[config.mk]
export PLATFORM = sky130hd
export DESIGN_NAME = feature_weight_bank
export DESIGN_NICKNAME = d
export VERILOG_FILES = /design/src/rtl/feature_weight_bank.sv
export SDC_FILE = /design/constraint.sdc
export NUM_CORES = 2
export LEC_CHECK = 0
export BUFFER_PORTS_ARGS = -buffer_cell sky130_fd_sc_hd__buf_4
export CORE_MARGIN = 2
export CORE_UTILIZATION = 36
export CTS_BUF_LIST = sky130_fd_sc_hd__clkbuf_8 sky130_fd_sc_hd__clkbuf_16
export DETAILED_ROUTE_END_ITERATION = 10
export PLACE_DENSITY = 0.65
export SLEW_MARGIN = 10
export SYNTH_ARGS = -nofsm -noshare
export SYNTH_HDL_FRONTEND = slang
export SYNTH_SLANG_ARGS = --single-unit
[constraint.sdc]
create_clock -name clk -period 10.1 [get_ports clk]
set_input_delay 0.505 -clock clk [delete_from_list [all_inputs] [get_ports clk]]
set_output_delay 0.505 -clock clk [all_outputs]
set_load 0.01 [all_outputs]
[src/rtl/feature_weight_bank.sv]
// Double-buffered convolution weight store. Filters are loaded word by word
// into the shadow bank while the active bank drives weights_out; once every
// shadow filter is valid, a swap request exchanges the two banks.
module feature_weight_bank #(
    parameter int KERNEL_SIZE  = 3,
    parameter int NUM_FEATURES = 10,
    parameter int NUM_CHANNELS = 1,
    parameter int WEIGHT_WIDTH = 8,
    localparam int WPF     = NUM_CHANNELS * KERNEL_SIZE * KERNEL_SIZE,
    localparam int FW      = ($clog2(NUM_FEATURES) > 1) ? $clog2(NUM_FEATURES) : 1,
    localparam int TOTAL_W = NUM_FEATURES * WPF * WEIGHT_WIDTH
) (
    input  logic                    clk,
    input  logic                    rst,
    input  logic                    load_start,
    input  logic [FW-1:0]           load_feature,
    input  logic                    abort,
    input  logic                    w_valid,
    input  logic [WEIGHT_WIDTH-1:0] w_data,
    output logic                    w_ready,
    output logic                    load_busy,
    output logic                    load_done,
    output logic                    load_err,
    input  logic                    swap_req,
    output logic                    swap_ack,
    output logic                    shadow_full,
    output logic                    active_bank,
    output logic [TOTAL_W-1:0]      weights_out
);

    localparam int CW = ($clog2(WPF) > 1) ? $clog2(WPF) : 1;
    localparam logic [CW-1:0] LAST_WORD = CW'(WPF - 1);
    // One extra bit so an index equal to 2**FW still compares correctly.
    localparam logic [FW:0] NF_LIMIT = (FW + 1)'(NUM_FEATURES);

    typedef enum logic [1:0] {
        ST_IDLE = 2'd0,
        ST_LOAD = 2'd1,
        ST_DONE = 2'd2
    } state_e;

    state_e                 state_q, state_d;
    logic [CW-1:0]          cnt_q, cnt_d;
    logic [FW-1:0]          feat_q, feat_d;
    logic [NUM_FEATURES-1:0] valid_q, valid_d;
    logic                   active_bank_q, active_bank_d;
    logic                   load_err_q, load_err_d;
    logic                   swap_ack_q, swap_ack_d;
    logic [TOTAL_W-1:0]     bank_q [2];
    logic [TOTAL_W-1:0]     bank_d [2];
    logic [31:0]            widx_s;
    logic                   full_s;

    assign full_s      = &valid_q;
    assign w_ready     = (state_q == ST_LOAD);
    assign load_busy   = (state_q != ST_IDLE);
    assign load_done   = (state_q == ST_DONE);
    assign load_err    = load_err_q;
    assign swap_ack    = swap_ack_q;
    assign shadow_full = full_s;
    assign active_bank = active_bank_q;
    assign weights_out = bank_q[active_bank_q];

    // Next-state logic for the loader, shadow writes, valid bits and bank swap.
    always_comb begin
        state_d       = state_q;
        cnt_d         = cnt_q;
        feat_d        = feat_q;
        valid_d       = valid_q;
        active_bank_d = active_bank_q;
        load_err_d    = 1'b0;
        swap_ack_d    = 1'b0;
        bank_d        = bank_q;
        widx_s        = 32'(feat_q) * 32'(WPF) + 32'(cnt_q);
        case (state_q)
            ST_IDLE: begin
                if (load_start) begin
                    // A load request always wins over a pending swap.
                    if ({1'b0, load_feature} >= NF_LIMIT) begin
                        load_err_d = 1'b1;
                    end else begin
                        state_d               = ST_LOAD;
                        cnt_d                 = '0;
                        feat_d                = load_feature;
                        valid_d[load_feature] = 1'b0;
                    end
                end else if (swap_req && full_s) begin
                    active_bank_d = ~active_bank_q;
                    valid_d       = '0;
                    swap_ack_d    = 1'b1;
                end else begin
                    state_d = ST_IDLE;
                end
            end
            ST_LOAD: begin
                if (abort) begin
                    // Words already written stay in the shadow bank but the
                    // feature is left invalid.
                    state_d = ST_IDLE;
                end else if (w_valid) begin
                    bank_d[~active_bank_q][widx_s*WEIGHT_WIDTH +: WEIGHT_WIDTH] = w_data;
                    if (cnt_q == LAST_WORD) begin
                        state_d = ST_DONE;
                    end else begin
                        cnt_d = cnt_q + CW'(1);
                    end
                end else begin
                    state_d = ST_LOAD;
                end
            end
            ST_DONE: begin
                valid_d[feat_q] = 1'b1;
                state_d         = ST_IDLE;
            end
            default: begin
                state_d = ST_IDLE;
            end
        endcase
    end

    // State and storage registers with asynchronous active-low clear.
    always_ff @(posedge clk or negedge rst) begin
        if (!rst) begin
            state_q       <= ST_IDLE;
            cnt_q         <= '0;
            feat_q        <= '0;
            valid_q       <= '0;
            active_bank_q <= 1'b0;
            load_err_q    <= 1'b0;
            swap_ack_q    <= 1'b0;
            bank_q[0]     <= '0;
            bank_q[1]     <= '0;
        end else begin
            state_q       <= state_d;
            cnt_q         <= cnt_d;
            feat_q        <= feat_d;
            valid_q       <= valid_d;
            active_bank_q <= active_bank_d;
            load_err_q    <= load_err_d;
            swap_ack_q    <= swap_ack_d;
            bank_q[0]     <= bank_d[0];
            bank_q[1]     <= bank_d[1];
        end
    end

endmodule

### Word level (Yosys, flattened, before mapping)

Index checks and enable logic that the tools add are counted.

* register bits after elaboration: 1463
* bits in latches: 0
* bits in writable memories: 0
* memory bits (read-only): 0
* input port bits: 18
* output and inout port bits: 727
* word-level logic and storage cells: 92
* memories: 0

* $add $sub $neg: 3
* multipliers: 1
* divide/modulo/power cells: 0
* $lt $le $gt $ge: 8
* equality and inequality tests: 12
* shift operators: 2
* mux-type cells: 33
* bitwise operators: 9
* reductions and logical operators: 15

Operator list (number)
* $mux W720: 4
* $bwmux W1440: 1
* $demux W720 S1: 1
* $shift A8 B34 Y720 const A: 1
* $shiftx A8 B34 Y720: 1
* $neg A12 Y34: 1
* $mux W10: 3
* $mux W4: 5
* $pmux W10 S2: 1
* $reduce_and A3 Y1: 5
* $mux W2: 6
* $and A10 B10 Y10: 1
* $lt A4 B5 Y1 const B: 2
* $ne A2 B2 Y1 const B: 5
* $not A10 Y10: 1
* $or A10 B10 Y10: 1
* $reduce_and A10 Y1: 1
* $add A8 B4 Y9: 1
* $ne A3 B3 Y1 const B: 3
* $demux W1 S4: 2
* $ge A4 B1 Y1 const B: 2
* $mul A4 B4 Y8 const B: 1
* $mux W1: 8
* $pmux W4 S2: 1
* other kinds (15): 25

### Logic depth before layout (Yosys ltp)

* depth in word-level cells: 9
* gate-level depth with buffers: 17
* gate-level depth less buffers: 15

### Worst setup path after synthesis

OpenSTA, ideal clock, no wires.

* path kind: reg-to-reg
* start: register feat_q[0]
* end: register bank_q[1072] in the netlist's numbering
* library setup time: 125 ps
* data arrival time: 4219 ps
* data required time: 9975 ps
* slack: 5756 ps
* cell stages (with the launch flop): 17
* path buffers: 2
* clock period less this slack: 4344 ps
* cells stage by stage: dfrtp_1 ha_1 ha_1 ha_1 buf_4 a21oi_2 a21oi_1 o21a_1 nor2_1 xnor2_1 nor3_1 ha_1 or3_1 buf_1 a211oi_1 nand4_1 mux2_2

* word-level cells in the longest chain between the ends: 7
* elaborated cells on any way between the ends: 8
* classes of those cells: add/sub (2); mul (1); shift (2); mux (3)

Ends and longest elaborated chain
* from (decl): line 44 `logic [FW-1:0] feat_q, feat_d;`
* from (signal assigned): line 136 `feat_q <= feat_d;`
* $mul A4 B4 Y8 *: line 74 `widx_s = 32'(feat_q) * 32'(WPF) + 32'(cnt_q);`
* $add A8 B4 Y9 *: line 74
* $neg A12 Y34 *: line 101 `bank_d[~active_bank_q][widx_s*WEIGHT_WIDTH +: WEIGHT_WIDTH] = w_data;`
* $shift A8 B34 Y720: line 101
* $mux W720 (not written as such): line 101
* $demux W720 S1: line 101
* $bwmux W1440 *: line 101
* to (decl): line 49 `logic [TOTAL_W-1:0] bank_q [2];`

Mark *: on every way between the ends. The rest lies on a longest branch, timed or not.
A chain may end at the register's enable or synchronous reset.

### Worst setup path after layout

* start: register feat_q[3]
* end: register bank_q[1056] in the netlist's numbering

The elaborated chain is that of the path after synthesis.

==> results_dict.tcl <==
set metrics [dict create \
    status "completed" \
    synthMuxAreaShare_pct 36.9 \
    die_h_um 432 \
    final.setup.tns_ns 0 \
    core_area_um2 181000 \
    slowest_delay_ns 0.62 \
    viasPerCell 5.30 \
    dp_hpwl_um 142000 \
    yosysMostFrequentCell "mux2_2" \
    timing.final.max_slew_violations 0 \
    post-route-period-util_pct 56.2 \
    synth_compound_area_share_pct 0.840 \
    clock.fmax_ghz 0.176 \
    track_usage_pct 22.2 \
    cts.repair.resized 0 \
    ctsHoldBuffers 12 \
    path_delay_family "simple AND/OR/NAND/NOR gates" \
    wl_per_cell_um 27.4 \
    yosysTopAreaCellShare_pct 55.6 \
    finalSetupViolations 0 \
    cp_data_required_time_ns 10.78 \
    synth_seq_cells 1463 \
    synth_nets 4534 \
    finalNetCount 5199 \
    dr_total_vias 40700 \
    multi_input_area_um2 28100 \
    synth-xor-area-share_pct 0.249 \
    area.growth.synth_to_final_pct 20.8 \
    drt_pass1_iterations 5 \
    yosys_warnings 0 \
    clk_latency_ns 0.80 \
    grt_pass1_vias 42400 \
    critPathArrivalTime_ns 6.35 \
    leakage_nw 42.1 \
    startpoint "feat_q[3]" \
    ant_nets 0 \
    synthAdderAreaFrac_pct 0.315 \
    cp-start-kind "flop" \
    drt-total-wl_um 210000 \
    drc_errors 0 \
    tightestPinTransition_ns 1.21 \
    syn-cell-area_um2 65900 \
    io_pins 745 \
    cts-buffers-inserted 163 \
    grt_overflow 0 \
    rsz0062_at_grt "no" \
    cts_root_buffer "clkbuf_16" \
    critPathBufInv 1 \
    die_area_um2 186000 \
    ys_seq_area_share_pct 55.6 \
    port_buffers 744 \
    rows 156 \
    antenna_found_initial 15 \
    power.density_nw_per_um2 216 \
    grt_pass1_wl_um 303000 \
    hold_viol 0 \
    synth-main-ff-cell "dfrtp_1" \
    critPathSlowestCell "nor2_4" \
    initialDrtViolationCount 2270 \
    power_mw 17.2 \
    syn_area_per_cell_um2 14.6 \
    hp-start "w_data[5]" \
    nFillCells 16400 \
    clockBufferDepth 3 \
    holdWs_ns 0.0788 \
    start_util_pct 36.3 \
    die_x_um 432 \
    regToRegStartpoint "feat_q[3]" \
    maxSlewHeadroom_pct 19.1 \
    hold_class "in2reg" \
    netlist_instances 4500 \
    critPathCaptureType "flop" \
    clk_pin_slew_ns 0.06 \
    ys_types 61 \
    critPathMostFrequentCell "ha_1" \
    fin_skew_ns 0.0378 \
    path_cells "ha_1 -> ha_1 -> ha_1 -> nand3_1 -> a21oi_1 -> o21a_1 -> nor2_1 -> xnor2_1 -> nor3_1 -> ha_1 -> nand2_1 -> nor2_4 -> buf_4 -> nand4_1 -> mux2_2" \
    ir_worst_vdd_v 0.000271 \
    clkSinkCount 1463 \
    synth_area_leader_cell "dfrtp_1" \
    synthArstFlopShare_pct 100 \
    cts_max_level 4 \
    cts_tree "done" \
    grt_max_degree 176 \
    period_minus_slack_ns 5.67 \
    worstPathMaxFanout 32 \
    synth_top_family_by_area "multiplexers" \
    max_cap_violations 0 \
    worstSetupPathType "reg2reg" \
    gp_congestion 0.850 \
    synth_edf_count 0 \
    regArea_um2 36600 \
    post-cts-setup-buffers 0 \
    yosys-top-cells-count "2093 x mux2_2, 1463 x dfrtp_1, 239 x clkbuf_1" \
    synth_simple_gate_area_share_pct 3.93 \
    synthTopCellsByArea "dfrtp_1 56%, mux2_2 36%, clkbuf_1 1.4%" \
    drive_gt1_share_pct 61.7 \
]
[worst register-to-register path, cell delays in order (launching register included)]
cell and delay (ns):
dfrtp_1 0.60, ha_1 0.32, ha_1 0.28, ha_1 0.46, nand3_1 0.15, a21oi_1 0.39
o21a_1 0.18, nor2_1 0.09, xnor2_1 0.17, nor3_1 0.07, ha_1 0.38, nand2_1 0.22
nor2_4 0.62, buf_4 0.56, nand4_1 0.57, mux2_2 0.50
[registers in the layout, summed over array words and instances (netlist names)]
name and flops:
swap_ack 1, load_err 1, valid_q 10, state_q 2, cnt_q 4, feat_q 4
active_bank 1, bank_q 1440
[routing by layer]
layer | wire [µm] | track usage, % | share of wire [%] | vias to the layer above
met5 | 0 | 0 | 0 | -
met4 | 11600 | 11.1 | 5.5 | 0
met3 | 10700 | 4.73 | 5.1 | 381
met2 | 101000 | 36.5 | 48 | 1021
met1 | 86800 | 27.6 | 41 | 21700
li1 | - | - | - | 17600
[layout by cell type (no fill, tap or decap), types with 7 or more instances in the layout]
master            n
ha_1             15
clkinvlp_4        8
nand4_2          21
o21ai_0          16
nand3_2           7
a21oi_2           7
and3_1           26
nand4_1          37
mux2_2         2093
diode_2          11
and3_2            8
a22o_1            8
buf_4           811
nor2b_1           8
nor3_1           19
clkbuf_16       164
nor2_1           44
inv_1            47
dlygate4sd3_1    12
mux2_1           67
clkinv_2         22
nand2b_1          7
and2_1           31
nor3b_1          17
nand3_1          72
nand2_1          62
bufinv_16        10
and4_1           31
buf_12            8
dfrtp_1        1462
a21oi_4          16
a21oi_1          10
clkbuf_8         34
[where the power goes]
| part | total (mW) | internal (mW) | switching, mW |
|---|---|---|---|
| Combinational | 4.74 | 0.972 | 3.76 |
| Clock | 6.00 | 3.48 | 2.52 |
| Sequential | 6.47 | 6.26 | 0.207 |
[path summary, 6_finish.rpt]
kind	end	slack [ns]	depth (start not counted)
min in group asynchronous	bank_q[1210]	0.39	2
worst min-delay path	bank_q[5]	0.08	2
max in group asynchronous	bank_q[170]	7.20	4
worst max register to register	bank_q[1056]	4.43	15
worst min register to register	bank_q[454]	0.48	1
worst max-delay path	bank_q[1056]	4.43	15
[logic make-up after synthesis]
kind of cell	after synthesis
mux	2160
flops	1463
simple gates	424
buf+inv	343
compound gates	82
fa+ha+maj	16
xor+xnor	12
[layout make-up]
| type | count | area share, % |
|---|---|---|
| clock inverter | 95 | 1.10 |
| timing repair buffer | 832 | 8.04 |
| clock buffer | 198 | 5.74 |
| tap | 2370 | 3.73 |
| antenna | 11 | 0.0346 |
| inverter | 11 | 0.0519 |
| multi-input combinational | 2694 | 35.3 |
| sequential | 1463 | 46.0 |
[metrics by stage]
step                      worst slack, ns  cells  cell area, µm²  util (%)
after floorplan                      5.76   4500           65900         -
after global placement               4.56   7358           74000      40.8
after detailed placement             4.41   7358           74000      40.8
after CTS                            4.36   7663           79600      43.9
after global routing                 4.04   7665           79600      43.9
final                                4.43   7674           79600      43.9
(Power assumes the default switching activity.)
